$ cat src/rtl/seg_scan_ctrl.sv
// ============================================================================
// Module   : seg_scan_ctrl
// Brief    : 4-digit seven-segment scan driver with per-slot dead-time blank.
// Revision : 1.0 - initial release
// ============================================================================
`default_nettype none

module seg_scan_ctrl #(
  parameter int REFRESH_DIV  = 100000,
  parameter int BLANK_CYCLES = 1000
) (
  input  logic       clk,
  input  logic       rst,
  input  logic       en,
  input  logic [3:0] digit_en,
  input  logic [0:6] seg_in,
  output logic [1:0] sel,
  output logic [3:0] an,
  output logic [0:6] seg,
  output logic       slot_start
);

  localparam int CW = (REFRESH_DIV > 2) ? $clog2(REFRESH_DIV) : 1;
  localparam logic [CW-1:0] C_LAST      = CW'(REFRESH_DIV - 1);
  localparam logic [CW-1:0] C_BLANK_END = CW'(BLANK_CYCLES - 1);

  typedef enum logic [0:0] {
    BLANK = 1'b0,
    SHOW  = 1'b1
  } state_t;

  state_t          r_state;
  state_t          w_state_nxt;
  logic [CW-1:0]   r_cnt;
  logic [CW-1:0]   w_cnt_nxt;
  logic [1:0]      w_sel_nxt;
  logic [3:0]      w_an_nxt;
  logic [0:6]      w_seg_nxt;
  logic            w_slot_nxt;
  logic            w_wrap;

  always_ff @(posedge clk or posedge rst) begin
    if (rst) begin
      r_cnt      <= '0;
      sel        <= 2'd0;
      r_state    <= BLANK;
      an         <= 4'b1111;
      seg        <= 7'b1111111;
      slot_start <= 1'b0;
    end else begin
      r_cnt      <= w_cnt_nxt;
      sel        <= w_sel_nxt;
      r_state    <= w_state_nxt;
      an         <= w_an_nxt;
      seg        <= w_seg_nxt;
      slot_start <= w_slot_nxt;
    end
  end

  always_comb begin
    w_cnt_nxt   = r_cnt;
    w_sel_nxt   = sel;
    w_state_nxt = BLANK;
    w_slot_nxt  = 1'b0;
    w_an_nxt    = 4'b1111;
    w_seg_nxt   = 7'b1111111;
    w_wrap      = (r_cnt == C_LAST);

    // With en low the counters freeze and the state is forced dark.
    if (en) begin
      w_state_nxt = r_state;
      if (w_wrap) begin
        w_cnt_nxt   = '0;
        w_sel_nxt   = sel + 2'd1;
        w_slot_nxt  = 1'b1;
        w_state_nxt = BLANK;
      end else begin
        w_cnt_nxt = r_cnt + CW'(1);
        if (r_state == BLANK && r_cnt == C_BLANK_END)
          w_state_nxt = SHOW;
      end
    end

    // Outputs are computed from the upcoming state so they stay registered.
    if (w_state_nxt == SHOW) begin
      w_seg_nxt = seg_in;
      if (digit_en[w_sel_nxt])
        w_an_nxt = ~(4'b0001 << w_sel_nxt);
    end
  end

endmodule

`default_nettype wire
$ cat config.mk
export PLATFORM = sky130hd
export DESIGN_NAME = seg_scan_ctrl
export DESIGN_NICKNAME = d
export VERILOG_FILES = /design/src/rtl/seg_scan_ctrl.sv
export SDC_FILE = /design/constraint.sdc
export NUM_CORES = 1
export LEC_CHECK = 0
export BUFFER_PORTS_ARGS = -buffer_cell sky130_fd_sc_hd__clkbuf_2
export CAP_MARGIN = 20
export CORE_MARGIN = 2
export CORE_UTILIZATION = 60
export CTS_BUF_LIST = sky130_fd_sc_hd__clkbuf_4
export CTS_CLUSTER_DIAMETER = 150
export CTS_CLUSTER_SIZE = 40
export DETAILED_ROUTE_END_ITERATION = 8
export PLACE_DENSITY = 0.91
export SLEW_MARGIN = 5
export SYNTH_ARGS = -nofsm -noshare
export SYNTH_HDL_FRONTEND = slang
export SYNTH_SLANG_ARGS = --single-unit
$ cat constraint.sdc
create_clock -name clk -period 3.95 [get_ports clk]
set_input_delay 0.1975 -clock clk [delete_from_list [all_inputs] [get_ports clk]]
set_output_delay 0.1975 -clock clk [all_outputs]
set_load 0.005 [all_outputs]
Word level (Yosys, flattened, before mapping):

Index checks and enable logic that the tools add are counted.

* register bits: 32

* add/sub/neg operators: 2
* shifts and indexed selects: 1
* multiplexer cells: 13
* magnitude comparators: 1
* bitwise gates (word level): 2
* reductions and logical operators: 1
* eq/ne operators: 2

Operator list (number)
* $add A17 B1 Y17 const B: 1
* $eq A17 B10 Y1 const B: 1
* $eq A17 B17 Y1 const B: 1
* $mux W17: 1
* $mux W4: 2
* $mux W7: 1
* $mux W1: 6
* $mux W2: 2
* $not A4 Y4: 1
* $shl A1 B2 Y4 const A: 1
* $lt A2 B3 Y1 const B: 1
* $add A2 B1 Y2 const B: 1
* $bmux W1 S2: 1
* $logic_and A1 B1 Y1: 1
* $not A1 Y1: 1

Longest topological paths before layout:

Gate-level depths: netlist of run 1.

* word-level depth: 7
* gate-level depth with buffers: 6
* gate-level depth less buffers: 5

Least setup slack after synthesis of run 1:

OpenSTA, ideal clock, no wires.

* path type: reg2reg
* from: register r_cnt[0]
* to: register r_cnt[16]
* arrival time: 1704 ps
* clock period less this slack: 1798 ps
* setup time: 94 ps
* cell stages (with the launch flop): 6
* required time: 3856 ps
* path slack: 2152 ps
* cells stage by stage: dfrtp_1 -> ha_1 -> nand3_1 -> nor4_1 -> mux2_2 -> a211oi_1

* cells in the longest elaborated chain, start to end: 2

RTL lines
* start, declared: RTL line 34 `logic [CW-1:0] r_cnt;`
* start signal, assigned: RTL line 51 `r_cnt <= w_cnt_nxt;`
* $add A17 B1 Y17 or $eq A17 B17 Y1 (tied branches): RTL line 78, 67
* $mux W17 *: RTL line 72 `if (w_wrap) begin`

Every way passes the cells marked *; elsewhere a longest branch is shown, timed or not.
A chain may end at the register's enable or synchronous reset.

Final worst setup path of run 1:

* from: register r_cnt[12]
* to: register r_state

* cells in the longest elaborated chain, start to end: 5

RTL lines
* $eq A17 B10 Y1: RTL line 79 `if (r_state == BLANK && r_cnt == C_BLANK_END)`
* $logic_and A1 B1 Y1: RTL line 79
* $mux W1: RTL line 79
* $mux W1 *: RTL line 72
* $mux W1 *: RTL line 70 `if (en) begin`
* via w_state_nxt: RTL line 33 `state_t w_state_nxt;`
* end signal, assigned: RTL line 53 `r_state <= w_state_nxt;`
* end, declared: RTL line 32 `state_t r_state;`

The timed path passes the listed nets; every way through them passes the cells marked *.

==> results.py, run 1 <==
metrics = {
    "synth": {
        "synth_fp_nets": 147,
        "synth_top_area_share_pct": 36.21,
        "synth_flop_cell": "dfrtp_1",
        "synth_top_area_cell": "dfrtp_1",
        "async_reset_ff_share_pct": 100.0,
        "ys_seq_area_share_pct": 56.12,
        "synth_edf_count": 0,
        "avgSynthCellArea_um2": 11.00,
        "syn_inst": 132,
        "ys_types": 34,
        "ys_ff_latch": 32,
        "synth_area_mm2": 0.001451,
        "synth_area_leaders": "dfrtp_1 36%, dfstp_2 20%, xnor2_1 6.6%, nor2_1 4.9%, nand2_1 4.1%",
        "yosys_warnings": 0,
    },
    "run": {
        "drv_cap": 0,
    },
    "place": {
        "port_buffers": 27,
        "dp_hpwl_mm": 1.913,
        "place.gp.congestion": 0.7813,
        "place_area_mm2": 0.001600,
    },
    "final_layout": {
        "nets": 179,
        "fillCellCount": 160,
        "antenna_cells": 0,
        "fin_util_pct": 73.70,
        "drive_above_1_share_pct": 30.91,
        "syn_to_final_growth_pct": 14.48,
        "fin_area_mm2": 0.001662,
    },
    "sta": {
        "max_freq_mhz": 463.1,
        "worstMarginPinSlew_ps": 725.1,
        "slew_headroom_pct": 51.49,
        "period_needed_ps": 2160,
        "fin_skew_ps": 6.472,
        "whs_ps": 58.81,
        "fin_tns_setup_ps": 0,
        "post-route-period-util_pct": 54.67,
        "hold_viol_final": 0,
        "maxSlewViolCount": 0,
        "finalSetupViolCount": 0,
        "rsz0062_at_grt": "false",
    },
    "cts": {
        "cts-root-buf": "clkbuf_4",
        "clk_latency_ps": 320,
        "post_cts_resized": 0,
        "clkSlewWorstSetupHoldPaths_ps": 100,
        "cts_tree": "done",
        "cts_setup_buffers": 0,
        "cts.sinks": 32,
        "cts_buffers": 5,
        "cts_max_level": 2,
        "cts_buffer_depth": 2,
        "hold_buffers": 1,
    },
    "routing": {
        "drt-total-wl_mm": 2.667,
        "vias_per_cell": 5.492,
        "num_vias": 1060,
        "drt_first_pass_iters": 4,
        "antenna_left": 0,
        "drc": 0,
        "routedWlPerCell_um": 13.82,
        "drtIter0Drc": 15,
    },
    "worst_setup_path": {
        "end_kind": "flop",
        "slowest_stage": "o41ai_4",
        "reg2reg_depth": 3,
        "crit_arrival_ps": 2380,
        "worstSetupEndpoint": "r_state$_DFF_PP0_",
        "startpoint": "r_cnt[12]$_DFFE_PP0P_",
        "regToRegStartpoint": "r_cnt[12]$_DFFE_PP0P_",
        "crit_type": "reg2reg",
        "crit_fanout": 14,
        "r2r_slack_ps": 1790,
        "worstPathCellList": "or4_4 > o41ai_4 > and2b_1",
        "critPathRequiredTime_ps": 4170,
        "slowest_delay_ps": 750,
        "crit_cells": 3,
        "r2r-end": "r_state$_DFF_PP0_",
        "cp_top_family": "simple AND/OR/NAND/NOR gates",
        "worstSetupStartpointType": "flop",
        "cp_num_buf_inv": 0,
    },
    "global_routing": {
        "grt.met1_usage_pct": 27.48,
        "grt_pass1_vias": 1082,
        "gr-usage-met2_pct": 38.13,
        "antenna_found_initial": 0,
        "use_met3_pct": 8.475,
        "grt_use_total_pct": 23.28,
        "grt.busiest_layer": "met2",
        "grt_max_degree": 33,
        "grt_pass1_wl_mm": 4.616,
        "gr-total-overflow": 0,
    },
    "floorplanning": {
        "pin_count": 28,
        "die_h_um": 53.19,
        "die-area_mm2": 0.002829,
        "rows": 17,
        "fp.dieW_um": 53.19,
        "coreArea_mm2": 0.002255,
        "initial_core_util_pct": 64.37,
    },
    "worst_hold_path": {
        "hold_path_class": "in2reg",
    },
    "pwr": {
        "p_leak_nw": 0.7677,
        "peakVddDrop_mv": 0.2776,
        "power_density_mw_per_mm2": 384.6,
    },
    "status": {
        "outcome": "complete, no violations",
    },
}
placed cells by master (no fill, tap or decap), types with 2 or more instances in the layout:
cell type / instances
clkbuf_2: 27
xnor2_1: 11
nor4_1: 3
nor3_1: 4
dfstp_2: 11
nor2_1: 19
nand3_1: 8
nor4b_1: 2
and2_1: 2
nand4_1: 4
dfrtp_1: 21
xor2_1: 3
nand2_1: 16
clkinv_2: 2
clkbuf_4: 5
mux2i_1: 2
inv_1: 5
report_power, final:
part	leakage, nW	switching [W]	internal, W
Sequential	0.388	0.0000371	0.000354
Combinational	0.347	0.0000411	0.0000364
Clock	0.0324	0.000106	0.0000652
Total	0.768	0.000184	0.000455
area by class of cell:
| class | count | area [um^2] | area share [%] |
|---|---|---|---|
| clock inverter | 3 | 13.76 | 0.8283 |
| clock buffer | 5 | 37.54 | 2.259 |
| sequential | 32 | 814.5 | 49.02 |
| timing repair buffer | 29 | 152.6 | 9.187 |
| inverter | 5 | 18.77 | 1.130 |
| multi-input combinational | 91 | 589.3 | 35.47 |
| tap | 28 | 35.03 | 2.108 |
registers in the layout (all words and copies together), names as in the netlist:
register and cells:
an 4, r_cnt 17, r_state 1, slot_start 1, sel 2, seg 7
kinds of logic after synthesis:
kind of cell	Yosys count	synth area share [%]
XOR/XNOR	15	9.569
buffers and inverters	9	3.276
multiplexers	3	2.155
adder cells (fa/ha/maj)	1	0.8619
AND/OR/NAND/NOR	67	24.05
flip-flops	32	56.12
AO/OA/AOI/OAI	5	3.967
worst min-delay path by stage:
stage	slack, ps	from	endpoint	cells past startpoint
6_report	60	seg_in[3]	seg[3]$_DFF_PP1_	3
5_1_grt	60	seg_in[4]	seg[4]$_DFF_PP1_	3
4_1_cts	50	seg_in[6]	seg[6]$_DFF_PP1_	3
3_5_place_dp	270	rst	sel[0]$_DFF_PP0_	3
3_3_place_gp	270	rst	sel[0]$_DFF_PP0_	3
2_1_floorplan	300	seg_in[0]	seg[0]$_DFF_PP1_	2
cell usage after synthesis, types with 2 or more instances:
master / count
dfrtp_1: 21
nor2_1: 19
nand2_1: 16
dfstp_2: 11
xnor2_1: 11
nand3_1: 8
inv_1: 5
nand4_1: 4
nor3_1: 4
nor4_1: 3
xor2_1: 3
and2_1: 2
buf_2: 2
mux2i_1: 2
nor4b_1: 2
tightest hold or removal path: stages:
cell	delay, ps
clkbuf_2	70
nor2_1	30
nand2_1	50
metal layers:
metal | wire length, um | vias to the layer above
met5 | 0 | -
met4 | 31 | 0
met3 | 117 | 4
met2 | 1367 | 25
met1 | 1150 | 516
li1 | - | 515
stage by stage:
| stage | setup WS [ps] | power (W) | cells |
|---|---|---|---|
| finish | 1790 | 0.0006391 | 193 |
| global route | 1663 | 0.0006770 | 193 |
| CTS | 1801 | 0.0006429 | 193 |
| detailed placement | 1815 | 0.0004723 | 184 |
| global placement | 1890 | 0.0004656 | 184 |
| floorplan | 2152 | 0.0004466 | 132 |
Power figures use the tool's default switching activity.
==> run 2, diff against run 1 <==
--- a/config.mk
+++ b/config.mk
@@ -8,12 +8,12 @@
 export BUFFER_PORTS_ARGS = -buffer_cell sky130_fd_sc_hd__clkbuf_2
 export CAP_MARGIN = 20
 export CORE_MARGIN = 2
-export CORE_UTILIZATION = 60
+export CORE_UTILIZATION = 51
 export CTS_BUF_LIST = sky130_fd_sc_hd__clkbuf_4
 export CTS_CLUSTER_DIAMETER = 150
 export CTS_CLUSTER_SIZE = 40
 export DETAILED_ROUTE_END_ITERATION = 8
-export PLACE_DENSITY = 0.91
+export PLACE_DENSITY = 0.82
 export SLEW_MARGIN = 5
 export SYNTH_ARGS = -nofsm -noshare
 export SYNTH_HDL_FRONTEND = slang
==> constraint.sdc (replaced) <==
create_clock -name clk -period 1.8 [get_ports clk]
set_input_delay 0.09 -clock clk [delete_from_list [all_inputs] [get_ports clk]]
set_output_delay 0.09 -clock clk [all_outputs]
set_load 0.005 [all_outputs]
==> results.py, run 2 (synthesized netlist as in run 1, its figures left out) <==
metrics = {
    "status": {
        "outcome": "complete, no violations",
    },
    "cts": {
        "cts_buffers": 5,
        "cts_max_level": 2,
        "clkSlewWorstSetupHoldPaths_ps": 90,
        "cts-root-buf": "clkbuf_4",
        "cts.sinks": 32,
        "clk_latency_ps": 330,
        "cts_buffer_depth": 2,
        "cts_tree": "done",
    },
    "sta": {
        "slew_headroom_pct": 71.91,
        "maxSlewViolCount": 0,
        "fin_tns_setup_ps": 0,
        "worstMarginPinSlew_ps": 415.5,
        "setup_slack_ps": 12.05,
        "fin_skew_ps": 5.395,
        "period_needed_ps": 1788,
        "max_freq_mhz": 559.3,
        "rsz0062_at_grt": "true",
        "finalSetupViolCount": 0,
        "post-route-period-util_pct": 99.33,
        "hold_viol_final": 0,
    },
    "worst_setup_path": {
        "regToRegStartpoint": "r_cnt[5]$_DFFE_PP0P_",
        "crit_type": "reg2reg",
        "worstSetupStartpointType": "flop",
        "crit_fanout": 3,
        "r2r_slack_ps": 10,
        "reg2reg_depth": 5,
        "r2r-end": "sel[1]$_DFF_PP0_",
        "crit_arrival_ps": 2010,
        "critPathRequiredTime_ps": 2020,
        "end_kind": "flop",
    },
    "routing": {
        "drt-total-wl_mm": 3.354,
        "routedWlPerCell_um": 14.84,
        "vias_per_cell": 5.319,
        "drc": 0,
        "drtIter0Drc": 34,
        "drt_first_pass_iters": 4,
        "antenna_left": 0,
        "num_vias": 1202,
    },
    "final_layout": {
        "max_flop_register": "r_cnt",
        "fillCellCount": 168,
        "largest_reg_flops": 17,
        "final_cell_mix": "27 x clkbuf_2, 22 x buf_4, 21 x dfrtp_1, 18 x nor2_1, 16 x nand2_1",
        "antenna_cells": 0,
        "fin_area_mm2": 0.001993,
        "syn_to_final_growth_pct": 37.33,
        "mostFrequentLayoutCell": "clkbuf_2",
        "nets": 209,
        "drive_above_1_share_pct": 43.59,
        "reg_top3": "r_cnt (17), seg (7), an (4)",
        "fin_util_pct": 72.91,
    },
    "global_routing": {
        "antenna_found_initial": 0,
        "grt_pass1_vias": 1277,
        "grt_use_total_pct": 21.75,
        "gr-total-overflow": 0,
        "grt_max_degree": 33,
        "grt_pass1_wl_mm": 5.409,
    },
    "pwr": {
        "clkPwrFrac_pct": 25.5,
        "peakVddDrop_mv": 0.6822,
        "p_leak_nw": 0.9439,
        "netSwitchingFraction_pct": 29.54,
        "p_int_w": 0.001051,
        "p_sw_w": 0.0004407,
        "power_density_mw_per_mm2": 748.4,
        "p_comb_share_pct": 17.2,
        "power.share.sequential_pct": 57.3,
    },
    "floorplanning": {
        "fp.dieW_um": 57.35,
        "coreArea_mm2": 0.002734,
        "initial_core_util_pct": 53.09,
        "pin_count": 28,
        "rows": 19,
        "die_h_um": 57.35,
        "die-area_mm2": 0.003288,
    },
    "place": {
        "place_area_mm2": 0.001754,
        "place_ws_ps": -71.21,
        "port_buffers": 27,
        "dp_hpwl_mm": 2.259,
        "place.gp.congestion": 0.8383,
    },
    "worst_hold_path": {
        "hold_path_class": "in2reg",
        "hold_path_end": "an[1]$_DFF_PP1_",
        "hold_depth": 3,
        "hold_start": "digit_en[1]",
    },
    "run": {
        "drv_cap": 0,
    },
}
[run 2: cell count changes in the layout (fill, tap and decap cells not counted), moves of 2 or more]
cell | previous run | this run
buf_4 | 1 | 22
buf_6 | 0 | 2
dlygate4sd3_1 | 1 | 8
nand3_1 | 8 | 6
nor4_1 | 3 | 1
nor4_4 | 0 | 2
[run 2: metal layers]
layer | wire (um) | up-vias | track usage, %
met3 | 93 | 15 | 4.308
met4 | 117 | 0 | 13.62
li1 | - | 573 | -
met1 | 1365 | 585 | 24.44
met2 | 1778 | 29 | 37.50
met5 | 0 | - | 0
[run 2: layout make-up]
class	instances	area, um^2	area share (%)
clock buffer	5	37.54	1.883
clock inverter	3	13.76	0.6905
inverter	5	18.77	0.9416
multi-input combinational	91	666.9	33.46
sequential	32	814.5	40.87
tap	31	38.79	1.946
timing repair buffer	59	402.9	20.21
[run 2: worst max-delay path: stages (launching register included)]
cell	delay, ps
dfrtp_1	400
or4bb_4	590
nor4_4	280
buf_4	180
nand3_4	70
xnor2_2	150
[run 2: how the worst max path moves through the flow]
stage	from	to	cells after the start	slack (ps)
finish	r_cnt[5]$_DFFE_PP0P_	sel[1]$_DFF_PP0_	5	10
CTS	r_cnt[5]$_DFFE_PP0P_	an[0]$_DFF_PP1_	5	-6
floorplan	r_cnt[0]$_DFFE_PP0P_	r_cnt[16]$_DFFE_PP0P_	5	2
global placement	r_cnt[11]$_DFFE_PP0P_	sel[0]$_DFF_PP0_	5	-6
detailed placement	r_cnt[11]$_DFFE_PP0P_	sel[0]$_DFF_PP0_	5	-70
global route	r_cnt[12]$_DFFE_PP0P_	an[2]$_DFF_PP1_	5	-70
[run 2: per-stage QoR]
step	hold WS, ps	std cells	power, W
6_report	10.83	226	0.001492
5_1_grt	20.87	226	0.001564
2_1_floorplan	196.9	132	0.0009801
3_5_place_dp	178.5	207	0.001076
3_3_place_gp	160.0	207	0.001060
4_1_cts	3.326	224	0.001481
[run 2: power by group through the flow]
stage	Sequential, W	Clock [W]	Combinational (W)
6_report	0.000855	0.000380	0.000256
5_1_grt	0.000862	0.000420	0.000282
4_1_cts	0.000849	0.000389	0.000243
3_5_place_dp	0.000861	0	0.000216
3_3_place_gp	0.000858	0	0.000202
2_1_floorplan	0.000848	0	0.000132
[run 2: repair_timing]
action	4_1_cts	5_1_grt
setup buffers	1	1
gates resized for setup	7	10
endpoints found under the setup margin	11	21
endpoints found under the hold margin	28	0
hold buffers	8	0
cloned	0	1
pin swaps	2	2
==> run 3, diff against run 2 <==
--- a/config.mk
+++ b/config.mk
@@ -8,12 +8,12 @@
 export BUFFER_PORTS_ARGS = -buffer_cell sky130_fd_sc_hd__clkbuf_2
 export CAP_MARGIN = 20
 export CORE_MARGIN = 2
-export CORE_UTILIZATION = 51
+export CORE_UTILIZATION = 60
 export CTS_BUF_LIST = sky130_fd_sc_hd__clkbuf_4
 export CTS_CLUSTER_DIAMETER = 150
 export CTS_CLUSTER_SIZE = 40
 export DETAILED_ROUTE_END_ITERATION = 8
-export PLACE_DENSITY = 0.82
+export PLACE_DENSITY = 0.91
 export SLEW_MARGIN = 5
 export SYNTH_ARGS = -nofsm -noshare
 export SYNTH_HDL_FRONTEND = slang
==> constraint.sdc (replaced) <==
create_clock -name clk -period 2.06 [get_ports clk]
set_input_delay 0 -clock clk [delete_from_list [all_inputs] [get_ports clk]]
set_output_delay 0 -clock clk [all_outputs]
set_load 0.005 [all_outputs]
==> results.py, run 3 (synthesized netlist as in run 1, its figures left out) <==
metrics = {
    "cts": {
        "clk_latency_ps": 340,
        "cts_max_level": 2,
        "cts.sinks": 32,
        "cts_buffers": 5,
        "cts_buffer_depth": 2,
        "cts_tree": "done",
        "cts_setup_buffers": 0,
        "cts-root-buf": "clkbuf_4",
        "clkSlewWorstSetupHoldPaths_ps": 100,
    },
    "routing": {
        "drt-total-wl_mm": 3.771,
        "routedWlPerCell_um": 18.13,
        "drtIter0Drc": 54,
        "drt_first_pass_iters": 4,
        "drc": 0,
        "vias_per_cell": 5.923,
        "antenna_left": 0,
        "num_vias": 1232,
    },
    "worst_setup_path": {
        "r2r_slack_ps": 40,
        "crit_type": "reg2reg",
        "r2r-end": "sel[0]$_DFF_PP0_",
        "critPathRequiredTime_ps": 2330,
        "end_kind": "flop",
        "regToRegStartpoint": "r_cnt[5]$_DFFE_PP0P_",
        "crit_fanout": 8,
        "crit_arrival_ps": 2290,
        "worstSetupStartpointType": "flop",
        "reg2reg_depth": 4,
    },
    "final_layout": {
        "fin_area_mm2": 0.001832,
        "nets": 195,
        "reg_top3": "r_cnt (17), seg (7), an (4)",
        "final_cells": 208,
        "antenna_cells": 0,
        "syn_to_final_growth_pct": 26.21,
        "drive_above_1_share_pct": 32.78,
        "fin_util_pct": 81.24,
        "mostFrequentLayoutCell": "clkbuf_2",
        "largest_reg_flops": 17,
        "final_cell_mix": "27 x clkbuf_2, 21 x dfrtp_1, 19 x nor2_1, 16 x nand2_1, 12 x dlygate4sd3_1",
        "max_flop_register": "r_cnt",
    },
    "pwr": {
        "power_density_mw_per_mm2": 715.7,
        "finalPower_w": 0.001311,
        "peakVddDrop_mv": 0.6143,
        "p_leak_nw": 0.8551,
    },
    "sta": {
        "period_needed_ps": 2023,
        "finalSetupViolCount": 0,
        "max_freq_mhz": 494.3,
        "worstMarginPinSlew_ps": 432.3,
        "post-route-period-util_pct": 98.20,
        "slew_headroom_pct": 70.92,
        "fin_skew_ps": 16.68,
        "hold_viol_final": 0,
        "maxSlewViolCount": 0,
        "whs_ps": 37.47,
    },
    "floorplanning": {
        "die-area_mm2": 0.002829,
        "coreArea_mm2": 0.002255,
        "fp.dieW_um": 53.19,
        "initial_core_util_pct": 64.37,
        "rows": 17,
        "die_h_um": 53.19,
        "pin_count": 28,
    },
    "global_routing": {
        "grt_use_total_pct": 30.77,
        "grt_max_degree": 33,
        "grt.met1_usage_pct": 36.78,
        "use_met3_pct": 10.73,
        "grt.busiest_layer": "met2",
        "antenna_found_initial": 0,
        "gr-usage-met2_pct": 48.96,
        "gr-total-overflow": 0,
        "grt_pass1_wl_mm": 5.761,
        "grt_pass1_vias": 1154,
    },
    "run": {
        "drv_cap": 0,
    },
    "place": {
        "dp_hpwl_mm": 2.100,
        "port_buffers": 27,
        "dp_cells": 189,
        "place.gp.congestion": 0.8993,
        "place_area_mm2": 0.001638,
    },
    "status": {
        "outcome": "complete, no violations",
    },
    "worst_hold_path": {
        "hold_path_class": "in2reg",
        "hold_path_end": "r_cnt[0]$_DFFE_PP0P_",
        "hold_depth": 2,
        "hold_start": "en",
    },
}
## run 3: changes by cell type in the layout (fill, tap and decap cells not counted), sizes merged
cell         before  now
buf              24    6
clkinv            3    0
dlygate4sd3       8   12
clkbuf           32   34
## run 3: worst max-delay path by stage
stage / slack, ps / from / cells past startpoint / to
5_1_grt: -40 / r_cnt[5]$_DFFE_PP0P_ / 4 / sel[0]$_DFF_PP0_
4_1_cts: 70 / r_cnt[12]$_DFFE_PP0P_ / 4 / sel[0]$_DFF_PP0_
2_1_floorplan: 260 / r_cnt[0]$_DFFE_PP0P_ / 5 / r_cnt[16]$_DFFE_PP0P_
6_report: 40 / r_cnt[5]$_DFFE_PP0P_ / 4 / sel[0]$_DFF_PP0_
3_3_place_gp: 170 / r_cnt[12]$_DFFE_PP0P_ / 4 / r_cnt[15]$_DFFE_PP0P_
3_5_place_dp: 80 / r_cnt[12]$_DFFE_PP0P_ / 4 / sel[0]$_DFF_PP0_
## run 3: layout make-up
type | count | area [um^2]
timing repair buffer | 45 | 300.3
sequential | 32 | 814.5
multi-input combinational | 91 | 610.6
clock buffer | 7 | 52.55
inverter | 5 | 18.77
tap | 28 | 35.03
fill | 121 | 422.9
## run 3: worst max-delay path: stages (launching register included)
cell     delay, ps
dfrtp_1        450
or4bb_1        650
nor4_2         340
and2_2         340
xor2_2         170
## run 3: what timing repair did
item                                   4_1_cts  5_1_grt
resized for setup                            0        4
hold buffers                                12        0
endpoints found under the hold margin       32        0
setup endpoints to repair                    0        8
## run 3: routing by layer
metal  up-vias  part of all wire [%]
met2        85                    50
li1        544                     -
met1       580                    37
met4         0                   4.4
met5         -                     0
met3        23                   8.6
## run 3: power by group
part,switching [W],internal [W]
registers,0.0000819,0.000678
clock network,0.000210,0.000155
logic,0.0000974,0.0000892
## run 3: per-stage QoR
stage | setup WS [ps] | setup TNS [ps]
3_3_place_gp | 169.4 | 0
5_1_grt | -38.55 | -118.4
4_1_cts | 71.67 | 0
3_5_place_dp | 82.38 | 0
2_1_floorplan | 262.4 | 0
6_report | 37.09 | 0
